--- src/rtl/memwb_pkg.sv ---
// Shared types for the MEM/WB stage: default field widths, payload layout, handshake states.
// The payload struct uses the default widths; the top re-derives it when overridden.
package memwb_pkg;

  localparam int MEMWB_DATA_W     = 16;
  localparam int MEMWB_REG_ADDR_W = 4;

  typedef struct packed {
    logic                        ret;
    logic                        mem_to_reg;
    logic                        reg_write;
    logic [MEMWB_REG_ADDR_W-1:0] reg_rd;
    logic [MEMWB_DATA_W-1:0]     mem_read_data;
    logic [MEMWB_DATA_W-1:0]     alu_result;
  } memwb_payload_t;

  typedef enum logic [1:0] {
    ST_EMPTY = 2'd0,
    ST_ONE   = 2'd1,
    ST_TWO   = 2'd2
  } stage_state_e;

endpackage

--- src/rtl/pipe_skid_buf.sv ---
// Generic valid/ready stage with head register and optional skid entry; 1-cycle latency.
// SKID=1: in_ready decoded from state only; SKID=0: in_ready = ~out_valid | out_ready.
module pipe_skid_buf
  import memwb_pkg::*;
#(
  parameter type T    = memwb_payload_t,
  parameter bit  SKID = 1'b1
) (
  input  logic clk,
  input  logic rst,
  input  logic flush,
  input  logic in_valid,
  output logic in_ready,
  input  T     in_data,
  output logic out_valid,
  input  logic out_ready,
  output T     out_data
);

  stage_state_e state;
  stage_state_e state_nxt;
  T             head;
  T             skid;
  logic         accept;
  logic         consume;
  logic         head_load;
  logic         skid_load;
  logic         head_from_skid;

  always_ff @(posedge clk) begin
    if (rst) state <= ST_EMPTY;
    else     state <= state_nxt;
  end

  always_comb begin
    state_nxt = state;
    if (flush) begin
      state_nxt = ST_EMPTY;
    end else begin
      case (state)
        ST_EMPTY: if (accept) state_nxt = ST_ONE;
        ST_ONE: begin
          if (consume && !accept)      state_nxt = ST_EMPTY;
          else if (accept && !consume) state_nxt = SKID ? ST_TWO : ST_ONE;
        end
        ST_TWO:   if (consume) state_nxt = ST_ONE;
        default:  state_nxt = ST_EMPTY;
      endcase
    end
  end

  always_comb begin
    out_valid = (state != ST_EMPTY);
    if (SKID) in_ready = (state != ST_TWO);
    else      in_ready = (state == ST_EMPTY) || out_ready;
  end

  assign accept  = in_valid & in_ready;
  assign consume = out_valid & out_ready;

  // Skid only ever holds the entry directly behind head, so a drain of TWO promotes it.
  assign head_load      = accept & ((state == ST_EMPTY) | ((state == ST_ONE) & consume));
  assign skid_load      = SKID & accept & (state == ST_ONE) & ~consume;
  assign head_from_skid = (state == ST_TWO) & consume;

  always_ff @(posedge clk) begin
    if (rst) begin
      head <= '0;
      skid <= '0;
    end else if (!flush) begin
      if (head_from_skid) head <= skid;
      else if (head_load) head <= in_data;
      if (skid_load)      skid <= in_data;
    end
  end

  assign out_data = head;

endmodule

--- src/rtl/memwb_pipe_stage.sv ---
// MEM/WB pipeline register with valid/ready, optional skid, flush; payload visible 1 cycle after accept.
// Back-pressure from WB holds outputs stable; wb_data is muxed from registered head fields.
module memwb_pipe_stage
  import memwb_pkg::*;
#(
  parameter int DATA_W     = MEMWB_DATA_W,
  parameter int REG_ADDR_W = MEMWB_REG_ADDR_W,
  parameter bit SKID       = 1'b1
) (
  input  logic                  clk,
  input  logic                  rst,
  input  logic                  flush,
  input  logic                  in_valid,
  output logic                  in_ready,
  input  logic                  ret_in,
  input  logic                  mem_to_reg_in,
  input  logic                  reg_write_in,
  input  logic [REG_ADDR_W-1:0] reg_rd_in,
  input  logic [DATA_W-1:0]     mem_read_data_in,
  input  logic [DATA_W-1:0]     alu_result_in,
  output logic                  out_valid,
  input  logic                  out_ready,
  output logic                  ret_out,
  output logic                  mem_to_reg_out,
  output logic                  reg_write_out,
  output logic [REG_ADDR_W-1:0] reg_rd_out,
  output logic [DATA_W-1:0]     mem_read_data_out,
  output logic [DATA_W-1:0]     alu_result_out,
  output logic [DATA_W-1:0]     wb_data_out
);

  // Same layout as memwb_payload_t, sized by this instance's parameters.
  typedef struct packed {
    logic                  ret;
    logic                  mem_to_reg;
    logic                  reg_write;
    logic [REG_ADDR_W-1:0] reg_rd;
    logic [DATA_W-1:0]     mem_read_data;
    logic [DATA_W-1:0]     alu_result;
  } payload_t;

  payload_t in_pl;
  payload_t head_pl;

  assign in_pl.ret           = ret_in;
  assign in_pl.mem_to_reg    = mem_to_reg_in;
  assign in_pl.reg_write     = reg_write_in;
  assign in_pl.reg_rd        = reg_rd_in;
  assign in_pl.mem_read_data = mem_read_data_in;
  assign in_pl.alu_result    = alu_result_in;

  pipe_skid_buf #(
    .T    (payload_t),
    .SKID (SKID)
  ) u_buf (
    .clk       (clk),
    .rst       (rst),
    .flush     (flush),
    .in_valid  (in_valid),
    .in_ready  (in_ready),
    .in_data   (in_pl),
    .out_valid (out_valid),
    .out_ready (out_ready),
    .out_data  (head_pl)
  );

  assign ret_out           = head_pl.ret;
  assign mem_to_reg_out    = head_pl.mem_to_reg;
  assign reg_rd_out        = head_pl.reg_rd;
  assign mem_read_data_out = head_pl.mem_read_data;
  assign alu_result_out    = head_pl.alu_result;
  // A flushed head may keep stale fields, so the write strobe is gated by valid.
  assign reg_write_out     = out_valid & head_pl.reg_write;
  assign wb_data_out       = head_pl.mem_to_reg ? head_pl.mem_read_data : head_pl.alu_result;

endmodule

--- config.mk ---
export PLATFORM = sky130hd
export DESIGN_NAME = memwb_pipe_stage
export DESIGN_NICKNAME = d
export VERILOG_FILES = /design/src/rtl/memwb_pkg.sv /design/src/rtl/pipe_skid_buf.sv /design/src/rtl/memwb_pipe_stage.sv
export SDC_FILE = /design/constraint.sdc
export NUM_CORES = 1
export LEC_CHECK = 0
export CAP_MARGIN = 20
export CORE_ASPECT_RATIO = 0.7
export CORE_UTILIZATION = 36
export DETAILED_ROUTE_END_ITERATION = 10
export GPL_TIMING_DRIVEN = 0
export PLACE_DENSITY = 0.68
export RECOVER_POWER = 100
export SYNTH_ARGS = -nofsm -noshare
export SYNTH_HDL_FRONTEND = slang
export SYNTH_SLANG_ARGS = --single-unit
--- constraint.sdc ---
create_clock -name clk -period 1.46 [get_ports clk]
set_input_delay 0.292 -clock clk [delete_from_list [all_inputs] [get_ports clk]]
set_output_delay 0.292 -clock clk [all_outputs]
set_load 0.01 [all_outputs]
==> results of run 1 <==
## worst max path at each step
stage	slack [ns]	from	cells past startpoint	end
floorplan	0.009	u_buf.out_data[37]	3	wb_data_out[10]
global placement	-0.71	flush	5	u_buf.out_data[27]
detailed placement	-0.75	flush	6	u_buf.out_data[12]
CTS	-0.33	u_buf.out_data[37]	5	wb_data_out[7]
global route	-0.24	u_buf.out_data[37]	4	wb_data_out[6]
finish	-0.22	u_buf.out_data[37]	4	wb_data_out[13]
## metal layers
metal	vias to the layer above	wire length [um]	GRT usage, %
met3	36	1230	6.13
met5	-	0	0
li1	1954	-	-
met4	0	351	8.72
met2	258	7310	37.7
met1	2215	6970	33.6
## through the flow
step                worst slack [ns]  hold WS, ns  cells
floorplan                    0.00912        0.382    442
global placement              -0.708        0.459    693
detailed placement            -0.751        0.466    693
CTS                           -0.335        0.216    732
global route                  -0.241        0.259    740
finish                        -0.216        0.249    740
## state kept, by name, summed over array words and instances (netlist names)
| signal | cells |
|---|---|
| u_buf.state | 2 |
| u_buf.skid | 39 |
| u_buf.out_data | 39 |
## cell families after synthesis
logic type | after synthesis | synth area share, %
buffers and inverters | 94 | 13.0
flip-flops | 80 | 38.9
multiplexers | 55 | 13.9
AND/OR/NAND/NOR | 52 | 7.12
AO/OA/AOI/OAI | 161 | 27.1
## layout by cell type (no fill, tap or decap), types with 14 or more instances in the layout
| cell | Yosys | layout |
|---|---|---|
| a21oi_1 | 39 | 23 |
| a21oi_2 | 0 | 16 |
| a311oi_1 | 78 | 26 |
| a311oi_2 | 0 | 50 |
| buf_4 | 36 | 41 |
| buf_6 | 4 | 39 |
| clkbuf_1 | 38 | 16 |
| clkbuf_16 | 0 | 14 |
| clkdlybuf4s50_1 | 0 | 39 |
| dfxtp_1 | 80 | 46 |
| dfxtp_2 | 0 | 27 |
| dlygate4sd2_1 | 0 | 40 |
| mux2_4 | 0 | 16 |
| mux2i_1 | 39 | 25 |
| nand3_1 | 39 | 23 |
| o21ai_0 | 30 | 26 |
## power by group through the flow
stage	logic, mW	registers (mW)	clock network, mW
finish	1.36	2.38	2.19
global route	1.42	2.39	2.30
CTS	1.15	2.37	2.18
detailed placement	1.01	2.40	0
global placement	0.991	2.40	0
floorplan	0.537	2.37	0
## repair_timing
action,CTS,global route
pin swaps,22,49
setup endpoints to repair,128,90
gates cloned,6,5
setup buffers,17,6
gates resized for setup,273,151
## final cells by class
cell class | count | share of cell area (%)
Multi-Input combinational cell | 268 | 38.2
Timing Repair Buffer | 131 | 20.9
Clock buffer | 14 | 3.92
Sequential cell | 80 | 23.8
Tap cell | 153 | 2.74
Clock inverter | 2 | 0.179
Inverter | 1 | 0.0537
Buffer | 91 | 10.2
## worst reg2reg max path, stage by stage (launching register included)
cell,delay (ns)
dfxtp_4,0.36
buf_6,0.12
and4bb_2,0.26
buf_6,0.14
buf_12,0.14
a311oi_2,0.34
a311oi_4,0.09
==> flow_metrics.env, run 1 <==
export IMPL_status="complete, but fails checks"
export IMPL_violations="setup timing"
export IMPL_path_common_cell="buf_8"
export IMPL_gr_usage_all_layers_pct=24.7
export IMPL_switching_share_pct=27.6
export IMPL_ys_seq_area_share_pct=38.9
export IMPL_async_reset_ff_share_pct=0
export IMPL_min_path_type="in2reg"
export IMPL_fin_crit_sh_pct=115
export IMPL_p_seq_share_pct=40.2
export IMPL_period_minus_slack_ns=1.68
export IMPL_finalSetupTns_ns=-8.21
export IMPL_clk_pin_slew_ns=0.06
export IMPL_drt_iter0_drc=406
export IMPL_total_power_mw=5.93
export IMPL_fmax_mhz=597
export IMPL_wirelength_um=15900
export IMPL_ff2ff_setup_slack_ns=-0.15
export IMPL_synth_commonest_cells="dfxtp_1, a311oi_1, a21oi_1, mux2i_1, nand3_1"
export IMPL_max_cap_viol_count=0
export IMPL_yosysMostFrequentCell="dfxtp_1"
export IMPL_worstPathBufferInverterCount=3
export IMPL_vias=4463
export IMPL_gr_total_overflow=0
export IMPL_hold_start="out_ready"
export IMPL_hold_buffers=0
export IMPL_synth_top_area_share_pct=38.9
export IMPL_area_growth_pct=69.8
export IMPL_postSynthCellCount=442
export IMPL_syn_area_per_cell_um2=9.31
export IMPL_hold_path_end="u_buf.state[1]"
export IMPL_fp_dieW_um=130
export IMPL_yosysTopAreaCell="dfxtp_1"
export IMPL_numCtsBuffers=9
export IMPL_clockBufferDepth=2
export IMPL_worstPathMaxFanout=5
export IMPL_cts_root_buf="clkbuf_16"
export IMPL_total_leakage_power_nw=2.77
export IMPL_pwr_share_clk_pct=36.9
export IMPL_clk_latency_ns=0.35
export IMPL_start_kind="flop"
export IMPL_syn_area_um2=4110
export IMPL_grt_max_degree=13
export IMPL_pwr_share_comb_pct=22.9
export IMPL_rsz0062_at_grt="true"
export IMPL_ioPinCount=101
export IMPL_end_kind="output pin"
export IMPL_remaining_drc_errors=0
export IMPL_max_slew_margin_pct=44.0
export IMPL_layout_nets=626
export IMPL_p_sw_mw=1.64
export IMPL_multiInputGateArea_um2=2670
export IMPL_gpl_final_weighted_congestion=0.831
export IMPL_dpl_cell_area_um2=5290
export IMPL_core_region_area_um2=11100
export IMPL_seqCellArea_um2=1660
export IMPL_cts_tree="done"
export IMPL_cellPowerDensity_nw_per_um2=849
export IMPL_intPower_mw=4.29
export IMPL_r2r_end="u_buf.out_data[32]"
export IMPL_dieArea_um2=11900
export IMPL_cts_sinks=80
export IMPL_slowest_delay_ns=0.34
export IMPL_dpl_hpwl_um=9390
export IMPL_antenna_left=0
export IMPL_synth_seq_cells=80
export IMPL_wire_per_inst_um=21.4
export IMPL_io_buffers=98
export IMPL_synthDistinctLibCells=28
export IMPL_synth_nets=486
export IMPL_worstHoldPathCells=2
export IMPL_fillers=842
export IMPL_ys_warn_count=0
export IMPL_synth_edf_count=0
export IMPL_slew_violations=0
export IMPL_r2r_start="u_buf.state[1]"
export IMPL_setup_violations=84
export IMPL_slowest_stage="dfxtp_2"
export IMPL_worstPathCellList="buf_8 -> buf_8 -> mux2_4 -> buf_6"
export IMPL_num_rows=32
export IMPL_worstSetupPathType="reg2out"
export IMPL_hold_viol=0
export IMPL_ys_flop_type="dfxtp_1"
export IMPL_synthTopCellsByArea="dfxtp_1, a311oi_1, mux2i_1"
export IMPL_utilization_pct=63.2
export IMPL_stdcell_area_um2=6990
export IMPL_path_delay_family="buffers and inverters"
export IMPL_worstPathRequired_ns=1.17
export IMPL_fin_ws_ns=-0.216
export IMPL_fin_skew_ns=0.00589
export IMPL_drive_gt1_share_pct=50.4
export IMPL_arrival_ns=1.38
export IMPL_reg2reg_depth=6
export IMPL_start_util_pct=37.2
export IMPL_grt_pass1_vias=4167
export IMPL_htree_levels=3
export IMPL_ir_drop_v=0.000609
export IMPL_grt_pass1_wl_um=22400
export IMPL_num_antenna_cells=0
export IMPL_fp_dieH_um=91.4
export IMPL_vias_per_cell=6.03
export IMPL_dr_pass1_iters=5
export IMPL_tightest_slew_ns=0.840
export IMPL_antenna_found_initial=0
Note: power is estimated with default switching activity, not from simulation.
==> run 2, diff against run 1 <==
- CORE_MARGIN: default -> 3
==> flow_metrics.env, run 2 (synthesized netlist as in run 1, its figures left out) <==
export IMPL_status="complete, but fails checks"
export IMPL_violations="setup timing"
export IMPL_fp_dieH_um=95.4
export IMPL_clk_latency_ns=0.34
export IMPL_cts_tree="done"
export IMPL_start_util_pct=38.3
export IMPL_ff2ff_setup_slack_ns=-0.05
export IMPL_period_minus_slack_ns=1.70
export IMPL_worstPathRequired_ns=1.17
export IMPL_fin_crit_sh_pct=117
export IMPL_slowest_stage="dfxtp_4"
export IMPL_max_slew_margin_pct=54.0
export IMPL_switching_share_pct=26.7
export IMPL_min_path_type="in2reg"
export IMPL_end_kind="output pin"
export IMPL_core_region_area_um2=10700
export IMPL_io_buffers=98
export IMPL_dr_pass1_iters=5
export IMPL_intPower_mw=4.20
export IMPL_start_kind="flop"
export IMPL_pwr_share_clk_pct=37.3
export IMPL_vias=4264
export IMPL_stdcell_count=718
export IMPL_setup_violations=35
export IMPL_layout_common_cells="dfxtp_1, buf_4, a311oi_1"
export IMPL_slew_violations=0
export IMPL_total_power_mw=5.73
export IMPL_p_sw_mw=1.53
export IMPL_max_cap_viol_count=0
export IMPL_dpl_hpwl_um=9750
export IMPL_arrival_ns=1.41
export IMPL_layout_nets=611
export IMPL_worstPathMaxFanout=6
export IMPL_gr_usage_all_layers_pct=21.5
export IMPL_worstPathBufferInverterCount=3
export IMPL_total_leakage_power_nw=2.63
export IMPL_tightest_slew_ns=0.690
export IMPL_ir_drop_v=0.000544
export IMPL_fp_dieW_um=134
export IMPL_worstPathCellList="buf_12 -> buf_12 -> mux2_4 -> buf_6"
export IMPL_gr_total_overflow=0
export IMPL_slowest_delay_ns=0.41
export IMPL_utilization_pct=58.5
export IMPL_dpl_cell_area_um2=5280
export IMPL_antenna_left=0
export IMPL_grt_pass1_vias=4009
export IMPL_num_rows=31
export IMPL_vias_per_cell=5.94
export IMPL_wire_per_inst_um=20.7
export IMPL_drt_iter0_drc=446
export IMPL_area_growth_pct=52.8
export IMPL_place_ws_ns=-0.783
export IMPL_ioPinCount=101
export IMPL_htree_levels=3
export IMPL_dieArea_um2=12800
export IMPL_path_delay_family="flip-flops"
export IMPL_gpl_final_weighted_congestion=0.823
export IMPL_fin_skew_ns=0.00509
export IMPL_rsz0062_at_grt="true"
export IMPL_stdcell_area_um2=6290
export IMPL_pwr_share_comb_pct=21.2
export IMPL_p_seq_share_pct=41.5
export IMPL_cellPowerDensity_nw_per_um2=912
export IMPL_path_common_cell="buf_12"
export IMPL_drive_gt1_share_pct=38.1
export IMPL_clk_pin_slew_ns=0.06
export IMPL_placed_cells=688
export IMPL_fmax_mhz=587
export IMPL_antenna_found_initial=1
export IMPL_cts_root_buf="clkbuf_16"
export IMPL_clockBufferDepth=2
export IMPL_num_antenna_cells=0
export IMPL_fin_ws_ns=-0.245
export IMPL_hold_buffers=0
export IMPL_holdWs_ns=0.272
export IMPL_wirelength_um=14900
export IMPL_remaining_drc_errors=0
export IMPL_numCtsBuffers=9
export IMPL_cts_sinks=80
export IMPL_mostFrequentLayoutCell="dfxtp_1"
export IMPL_grt_pass1_wl_um=21600
export IMPL_finalSetupTns_ns=-3.36
export IMPL_worstSetupPathType="reg2out"
export IMPL_hold_viol=0
export IMPL_grt_max_degree=20
## run 2: changes by cell type in the layout (fill, tap and decap cells not counted), moves of 8 or more
cell and delta:
dfxtp_2 -8, a311oi_2 -13, nand3_2 -9, a21oi_1 +16, buf_6 -13, dfxtp_1 +8
a311oi_1 +15, a21oi_2 -16, nand3_1 +16
## run 2: power groups by stage
stage	registers [mW]	clock network (mW)	logic, mW
after global routing	2.39	2.23	1.28
final	2.38	2.14	1.21
after CTS	2.37	2.15	1.06
after global placement	2.40	0	0.991
after detailed placement	2.40	0	1.01
after floorplan	2.37	0	0.537
## run 2: per-layer routing
metal,part of all wire [%],up-vias,wire [um],GRT usage [%]
met5,0.047,-,7,0
li1,-,1928,-,-
met4,1.6,2,231,5.82
met1,45,2089,6750,30.2
met3,8.1,23,1200,5.75
met2,45,222,6680,32.8
## run 2: final timing paths
kind | startpoint | end | cells past startpoint
setup reg to reg | u_buf.state[0] | u_buf.out_data[5] | 5
setup / recovery | u_buf.out_data[37] | wb_data_out[4] | 4
hold / removal | out_ready | u_buf.state[1] | 2
hold reg to reg | u_buf.skid[1] | u_buf.skid[1] | 2
## run 2: final cells by class
cell class                 instances  area [um2]
buffer                            90         638
inverter                           1        3.75
timing repair buffer             117        1200
fill                             911        4460
sequential                        80        1650
tap                              148         185
multi-input combinational        268        2330
clock buffer                      14         274
## run 2: repair_timing
action                                  4_1_cts  5_1_grt
gates cloned                                  1        3
resized for setup                           209      107
buffers inserted                              6       10
pin swaps                                     4       23
endpoints found under the setup margin      129       95
